$ cat src/rtl/uart_rx_engine.sv
`default_nettype none
// ============================================================================
//  Module   : uart_rx_engine
//  Purpose  : Receive half of the UART. Synchronises the serial line,
//             oversamples it against a programmable bit time and deserialises
//             one frame: start bit, 7 or 8 data bits LSB first, optional
//             parity and one stop bit. Maintains RXRDY and the parity,
//             framing and overrun status flags read by the host interface.
//  Ports    :
//    clk        in   1      system clock
//    rst        in   1      asynchronous, active-high reset
//    rx         in   1      serial input, idle high
//    baud_k     in   DIV_W  clocks per bit (>= 4), stable while receiving
//    eight      in   1      1 = 8 data bits, 0 = 7 data bits
//    pen        in   1      1 = parity bit present
//    ohel       in   1      parity sense, 1 = odd, 0 = even
//    rd_strobe  in   1      host read of rx_data (one-clock pulse)
//    rx_data    out  8      last received byte (bit 7 is 0 in 7-bit mode)
//    rxrdy      out  1      byte available
//    perr       out  1      parity error on last frame
//    ferr       out  1      framing error on last frame
//    ovf        out  1      frame completed while rxrdy was still set
//  Revision : 1.0  initial release
// ============================================================================
module uart_rx_engine #(
   parameter int DIV_W  = 19,
   parameter int SYNC_N = 2
) (
   input  logic             clk,
   input  logic             rst,
   input  logic             rx,
   input  logic [DIV_W-1:0] baud_k,
   input  logic             eight,
   input  logic             pen,
   input  logic             ohel,
   input  logic             rd_strobe,
   output logic [7:0]       rx_data,
   output logic             rxrdy,
   output logic             perr,
   output logic             ferr,
   output logic             ovf
);

   typedef enum logic [1:0] {
      IDLE  = 2'd0,
      START = 2'd1,
      DATA  = 2'd2,
      DONE  = 2'd3
   } state_t;

   localparam logic [DIV_W-1:0] CNT_ONE = DIV_W'(1);

   state_t           state;
   state_t           state_nxt;

   logic [SYNC_N-1:0] sync_q;
   logic             rx_s;
   logic [DIV_W-1:0] bit_cnt;
   logic [3:0]       bit_idx;
   logic [9:0]       shreg;
   logic             wait_high;

   logic [3:0]       nbits;
   logic [DIV_W-1:0] half_m1;
   logic [DIV_W-1:0] full_m1;
   logic             mid_hit;
   logic             bit_hit;
   logic             last_bit;
   logic [8:0]       frame;
   logic [7:0]       data_new;
   logic             par_bit;
   logic             stop_bit;
   logic             perr_new;

   // ------------------------------------------------------------------
   // Input synchroniser; resets to the idle (high) line level
   // ------------------------------------------------------------------
   always_ff @(posedge clk or posedge rst) begin
      if (rst) begin
         sync_q <= '1;
      end else begin
         sync_q <= {sync_q[SYNC_N-2:0], rx};
      end
   end

   assign rx_s = sync_q[SYNC_N-1];

   // ------------------------------------------------------------------
   // Frame geometry and sample-point detection
   // ------------------------------------------------------------------
   // Samples per frame after the start bit: data bits, parity, stop.
   assign nbits    = 4'd8 + {3'b000, eight} + {3'b000, pen};
   assign half_m1  = (baud_k >> 1) - CNT_ONE;
   assign full_m1  = baud_k - CNT_ONE;
   assign mid_hit  = (bit_cnt == half_m1);
   assign bit_hit  = (bit_cnt == full_m1);
   assign last_bit = (bit_idx == (nbits - 4'd1));

   // Samples enter at bit 9 and shift right, so a short frame sits in the
   // top nbits positions; shift it down so the first data bit lands at 0.
   // The stop bit is always the most recent sample, i.e. shreg[9].
   assign frame    = 9'(shreg >> (4'd10 - nbits));
   assign data_new = eight ? frame[7:0] : {1'b0, frame[6:0]};
   assign par_bit  = eight ? frame[8] : frame[7];
   assign stop_bit = shreg[9];
   assign perr_new = pen & ((^data_new ^ par_bit) != ohel);

   // ------------------------------------------------------------------
   // State machine
   // ------------------------------------------------------------------
   always_ff @(posedge clk or posedge rst) begin
      if (rst) begin
         state <= IDLE;
      end else begin
         state <= state_nxt;
      end
   end

   always_comb begin
      state_nxt = state;
      case (state)
         IDLE: begin
            // After a break the line must return high before re-arming.
            if (!rx_s && !wait_high) begin
               state_nxt = START;
            end
         end
         START: begin
            if (mid_hit) begin
               state_nxt = rx_s ? IDLE : DATA;
            end
         end
         DATA: begin
            if (bit_hit && last_bit) begin
               state_nxt = DONE;
            end
         end
         DONE: begin
            state_nxt = IDLE;
         end
         default: begin
            state_nxt = IDLE;
         end
      endcase
   end

   // ------------------------------------------------------------------
   // Bit timing, shift register and received byte
   // ------------------------------------------------------------------
   always_ff @(posedge clk or posedge rst) begin
      if (rst) begin
         bit_cnt   <= '0;
         bit_idx   <= '0;
         shreg     <= '0;
         wait_high <= 1'b0;
         rx_data   <= 8'h00;
      end else begin
         case (state)
            IDLE: begin
               bit_cnt <= '0;
               if (rx_s) begin
                  wait_high <= 1'b0;
               end
            end
            START: begin
               bit_idx <= '0;
               bit_cnt <= mid_hit ? '0 : bit_cnt + CNT_ONE;
            end
            DATA: begin
               if (bit_hit) begin
                  bit_cnt <= '0;
                  bit_idx <= bit_idx + 4'd1;
                  shreg   <= {rx_s, shreg[9:1]};
               end else begin
                  bit_cnt <= bit_cnt + CNT_ONE;
               end
            end
            DONE: begin
               bit_cnt   <= '0;
               rx_data   <= data_new;
               // A low stop bit may be a break; hold off until the line idles.
               wait_high <= ~stop_bit;
            end
            default: begin
               bit_cnt <= '0;
            end
         endcase
      end
   end

   // ------------------------------------------------------------------
   // Status flags: frame completion takes priority over a host read
   // ------------------------------------------------------------------
   always_ff @(posedge clk or posedge rst) begin
      if (rst) begin
         rxrdy <= 1'b0;
         perr  <= 1'b0;
         ferr  <= 1'b0;
         ovf   <= 1'b0;
      end else if (state == DONE) begin
         rxrdy <= 1'b1;
         perr  <= perr_new;
         ferr  <= ~stop_bit;
         ovf   <= rxrdy;
      end else if (rd_strobe) begin
         rxrdy <= 1'b0;
         perr  <= 1'b0;
         ferr  <= 1'b0;
         ovf   <= 1'b0;
      end
   end

endmodule
`default_nettype wire

$ cat config.mk
export PLATFORM = sky130hd
export DESIGN_NAME = uart_rx_engine
export DESIGN_NICKNAME = d
export VERILOG_FILES = /design/src/rtl/uart_rx_engine.sv
export SDC_FILE = /design/constraint.sdc
export NUM_CORES = 1
export LEC_CHECK = 0
export BUFFER_PORTS_ARGS = -buffer_cell sky130_fd_sc_hd__buf_2
export CAP_MARGIN = 15
export CORE_MARGIN = 3
export CORE_UTILIZATION = 53
export CTS_CLUSTER_DIAMETER = 30
export DETAILED_ROUTE_END_ITERATION = 6
export GPL_ROUTABILITY_DRIVEN = 0
export GPL_TIMING_DRIVEN = 0
export HOLD_SLACK_MARGIN = 0.15
export PLACE_DENSITY = 0.73
export SETUP_SLACK_MARGIN = 0.4
export SKIP_LAST_GASP = 1
export SLEW_MARGIN = 5
export SYNTH_ARGS = -nofsm -noshare
export SYNTH_HDL_FRONTEND = slang
export SYNTH_SLANG_ARGS = --single-unit
$ cat constraint.sdc
create_clock -name clk -period 5.43 [get_ports clk]
set_input_delay 0 -clock clk [delete_from_list [all_inputs] [get_ports clk]]
set_output_delay 0 -clock clk [all_outputs]
set_load 0.01 [all_outputs]
## After elaboration in Yosys (flattened, before gate mapping)

Cells that the tools add are included.

| storage, ports and cells | value |
|---|---|
| input bits | 26 |
| logic and storage cells | 68 |
| flip-flop bits (word level) | 50 |
| output and inout bits | 12 |

| operators by class | value |
|---|---|
| bitwise gates (word level) | 3 |
| equality and inequality tests | 12 |
| muxes and demuxes | 19 |
| add/sub/neg operators | 8 |
| reduce and logical (&&, ||, !) cells | 14 |
| shift operators | 1 |

Operators with widths:

| cell | number |
|---|---|
| $pmux W19 S3 | 1 |
| $eq A19 B19 Y1 | 2 |
| $mux W19 | 2 |
| $add A19 B1 Y19 const B | 1 |
| $sub A18 B1 Y19 const B | 1 |
| $sub A19 B1 Y19 const B | 1 |
| $ne A2 B2 Y1 const B | 5 |
| $shr A10 B4 Y9 | 1 |
| $mux W2 | 4 |
| $mux W8 | 1 |
| $pmux W2 S4 | 1 |
| $pmux W4 S2 | 1 |
| $reduce_xor A8 Y1 | 1 |
| $mux W1 | 7 |
| $reduce_and A2 Y1 | 3 |
| $reduce_bool A2 Y1 | 3 |
| $add A4 B1 Y4 | 1 |
| $add A4 B1 Y4 const A | 1 |
| $add A4 B1 Y4 const B | 1 |
| $eq A2 B2 Y1 const B | 2 |
| $eq A4 B4 Y1 | 1 |
| $mux W4 | 1 |
| $sub A4 B1 Y4 const B | 1 |
| $sub A4 B4 Y4 const A | 1 |
| other kinds (11) | 13 |

## Depth between registers and ports, before layout

| depth | value |
|---|---|
| depth after elaboration | 10 |
| mapped depth | 12 |
| gate-level depth less buffers | 9 |

## Worst setup path before layout

OpenSTA, ideal clock, no wires.

| timing path | value |
|---|---|
| kind | input port to flip-flop |
| start | input port baud_k[0] |
| end | register bit_cnt[10] |
| buffers on the path | 3 |
| data required time | 5,304 ps |
| stages | 12 |
| data arrival time | 2,550 ps |
| setup time | 126 ps |
| path slack | 2,754 ps |
| cells stage by stage | clkbuf_1 > inv_1 > ha_1 > nor3b_1 > nand3_1 > or4_1 > a22o_1 > or4_1 > buf_2 > nand2_4 > buf_6 > a21oi_1 |

| between the ends | value |
|---|---|
| word-level cells in the longest chain between the ends | 4 |

Ends and longest elaborated chain:

| what | RTL line | text |
|---|---|---|
| start, declared | 32 | `input logic [DIV_W-1:0] baud_k,` |
| $sub A19 B1 Y19 | 94 | `assign full_m1 = baud_k - CNT_ONE;` |
| $eq A19 B19 Y1 | 96 | `assign bit_hit = (bit_cnt == full_m1);` |
| $mux W19 | 170 | `if (bit_hit) begin` |
| $pmux W19 S3 | 158 | `case (state)` |
| end signal, assigned | 167 | `bit_cnt <= mid_hit ? '0 : bit_cnt + CNT_ONE;` |
| end signal, assigned | 175 | `bit_cnt <= bit_cnt + CNT_ONE;` |
| end, declared | 58 | `logic [DIV_W-1:0] bit_cnt;` |

Every way passes these cells.
A chain may end at the register's enable or synchronous reset.

## Worst setup path in the final report

| timing path | value |
|---|---|
| start | input port baud_k[3] |
| end | register state[0] |

| between the ends | value |
|---|---|
| word-level cells in the longest chain between the ends | 5 |
| elaborated cells on any way between the ends | 8 |
| those cells by class | add/sub (2); eq/ne (4); reduce/logical (2) |

Ends and longest elaborated chain:

| what | RTL line | text |
|---|---|---|
| $sub A19 B1 Y19 | 94 |  |
| $eq A19 B19 Y1 | 96 |  |
| $logic_and A1 B1 Y1 | 134 | `if (bit_hit && last_bit) begin` |
| $ne A2 B2 Y1 (no source line) | -- |  |
| $reduce_and A3 Y1 (no source line) (*) | -- |  |
| end signal, assigned | 115 | `state <= state_nxt;` |
| end, declared | 53 | `state_t state;` |

Mark *: on every way between the ends. The rest lies on a longest branch, timed or not.

==> results.toml <==
[detailed_routing]
ant_nets = 0
vias = 3625
viasPerCell = 5.972
wl_mm = 9.664
drt-pass1-iter-count = 5
first_iter_violations = 326
drcViolationCount = 0
wire_per_inst_um = 15.92

[worst_setup_path]
crit_fanout = 10
cp.arrival_ns = 3.31
r2r_slack_ns = 2.61
critPathMostFrequentCell = "buf_2"
r2r_cells = 9
timing.rr.start = "bit_cnt[11]$_DFF_PP0_"
critPathKind = "primary input to flip-flop"
critical_path.startpoint_type = "primary input"
cp_slowest_cell = "nor3_1"
crit_chain = "buf_2 -> buf_1 -> nor3_1 -> nand2_1 -> or3_1 -> a2111oi_0 -> o2111ai_1 -> o21ai_1 -> buf_2 -> o211ai_1"
max_stage_delay_ns = 0.94
reg2reg_to = "state[0]$_DFFE_PP0P_"
cp-end-kind = "flip-flop"
cp.required_ns = 5.60

[floorplanning]
core-area_um2 = 7019
die_area_um2 = 8540
ios = 38
die_width_um = 92.41
num_rows = 30
dieHeight_um = 92.41
start_util_pct = 56.38

[finish]
utilization_pct = 62.42
syn_to_final_growth_pct = 10.72
final_layout_size_suffix_gt1_share_pct = 13.31
nNetsFinal = 544
antenna_cells = 0

[synthesis]
synth_nets = 504
yosysTopAreaCell = "dfrtp_1"
yosysMostFrequentCell = "dfrtp_1"
ys_ff_latch = 50
netlist.area_leader.share_pct = 30.35
ys.warnings.count = 0
synth_xor_area_share_pct = 16.06
syn_inst = 470
synth_edf_count = 0
syn_area_per_cell_um2 = 8.420
yosys-top-cells-count = "dfrtp_1 (48), nand2_1 (45), xnor2_1 (38)"
netlist_top_cells_area = "dfrtp_1 (30%), xnor2_1 (8.4%), xor2_1 (7.1%)"
ys_types = 62
seq_area_frac_synth_pct = 31.68
synth-simple-area-share_pct = 22.98
synth.area.mux_share_pct = 4.395
syn_area_um2 = 3958
ys.flop_type = "dfrtp_1"
synth_compound_area_share_pct = 16.69
synth_top_family_by_area = "simple AND/OR/NAND/NOR gates"
synthAdderAreaFrac_pct = 2.529
async_reset_ff_share_pct = 100.0

[global_routing]
grt.overflow.total = 0
track_usage_pct = 22.88
grt_pass1_wl_mm = 16.12
antenna_found_initial = 0
grt_max_degree = 28
first_global_vias = 3374

[pwr]
swShare_pct = 31.36
pwr_density_cell_nw_per_um2 = 200.3
p_int_mw = 0.6024
clockPowerShare_pct = 24.8
p_sw_mw = 0.2752
ir_drop_v = 0.0002173
p_comb_share_pct = 28.2
p_leak_nw = 1.811
p_seq_share_pct = 47.1

[placed_design]
dpl_worst_slack_ns = 2.186
place_hpwl_mm = 7.492
portBuffers = 27

[sta]
rsz0062_at_grt = "false"
drv_slew = 0
fin_ws_ns = 2.287
relSlewSlack_pct = 25.99
hold_violations = 0
worst_slew_pin_slew_ns = 1.102
fin_crit_ns = 3.143
holdWs_ns = 0.3193
fin_skew_ns = 0.003177
setup_tns_ns = 0
period_share_pct = 57.88
finalSetupViolCount = 0
max_freq_mhz = 318.2

[cts]
tritoncts = "done"
cts_buffers = 5
postCtsSetupBuffers = 0
worstSkewPairLatency_ns = 0.29
cts.clk_slew.worst_paths_ns = 0.08
cts_root_buf = "clkbuf_8"
cts_resized = 0
postCtsHoldBufs = 5
clk_path_buf_depth = 2
cts.htree.levels = 2
clkSinkCount = 50

[min_path]
hp-class = "primary input to flip-flop"
min_to = "perr$_DFFE_PP0P_"
min_from = "ohel"
hold_depth = 5

[run_status]
outcome = "completed"

[job]
max_cap_viol_count = 0
## per-layer routing
metal	vias up	GRT usage [%]	wire length (um)	part of all wire [%]
met1	1727	33.57	4520	47
met4	0	4.084	64	0.66
met5	-	0	0	0
met2	142	35.05	4391	45
li1	1746	-	-	-
met3	10	4.874	688	7.1
## registers in the layout (all words and copies together) (netlist names), named ones only
| signal | count |
|---|---|
| rxrdy | 1 |
| perr | 1 |
| state | 1 |
| shreg | 10 |
| wait_high | 1 |
| ovf | 1 |
| bit_idx | 4 |
| ferr | 1 |
| bit_cnt | 19 |
| rx_data | 8 |
| sync_q | 2 |
## stage by stage
stage | total power, mW | cell area [um^2] | std cells
global placement | 0.6532 | 4213 | 593
finish | 0.8777 | 4382 | 607
floorplan | 0.6069 | 3958 | 470
global route | 0.9345 | 4382 | 607
CTS | 0.8850 | 4382 | 607
detailed placement | 0.6640 | 4240 | 594
## how the worst max path moves through the flow
stage / startpoint / endpoint / cells past startpoint
after floorplan: baud_k[0] / bit_cnt[10]$_DFF_PP0_ / 12
after global placement: baud_k[0] / bit_cnt[4]$_DFF_PP0_ / 12
after detailed placement: baud_k[3] / state[0]$_DFFE_PP0P_ / 10
after CTS: baud_k[3] / state[0]$_DFFE_PP0P_ / 10
after global routing: baud_k[0] / shreg[4]$_DFFE_PP0P_ / 10
final: baud_k[3] / state[0]$_DFFE_PP0P_ / 10
## kinds of logic after synthesis
family / after synthesis
fa+ha+maj: 8
xor+xnor: 71
mux: 16
compound gates: 101
flops: 50
simple gates: 170
buf+inv: 54
## cells in the final DEF (no fill, tap or decap), drive strengths merged, types with 7 or more instances in the layout
master and n:
xnor2 38, ha 8, nor4 14, o21ai 22
inv 18, nand4 11, nor3 10, mux2 11
clkbuf 34, nand3 21, xor2 32, nand2 47
a21oi 30, dfrtp 48, and3 7, nor2 27
buf 37
## final cells by class
type | count | area, um^2
Tap cell | 96 | 120.1
Multi-Input combinational cell | 366 | 2480
Clock inverter | 1 | 5.005
Timing Repair Buffer | 33 | 212.7
Clock buffer | 7 | 86.33
Fill cell | 619 | 2638
Sequential cell | 50 | 1254
Buffer | 36 | 156.4
Inverter | 18 | 67.56
## worst max-delay path: cells and delay by family
family          cells  cell delay (ns)
buf+inv             3             0.62
compound gates      4             1.26
simple gates        3             1.42
## power groups by stage
stage	Sequential (mW)	Combinational (mW)	Clock (mW)
after floorplan	0.413	0.194	0
after global placement	0.419	0.234	0
after detailed placement	0.421	0.243	0
after CTS	0.413	0.247	0.225
after global routing	0.415	0.277	0.242
final	0.413	0.247	0.218
Power figures use the tool's default switching activity.
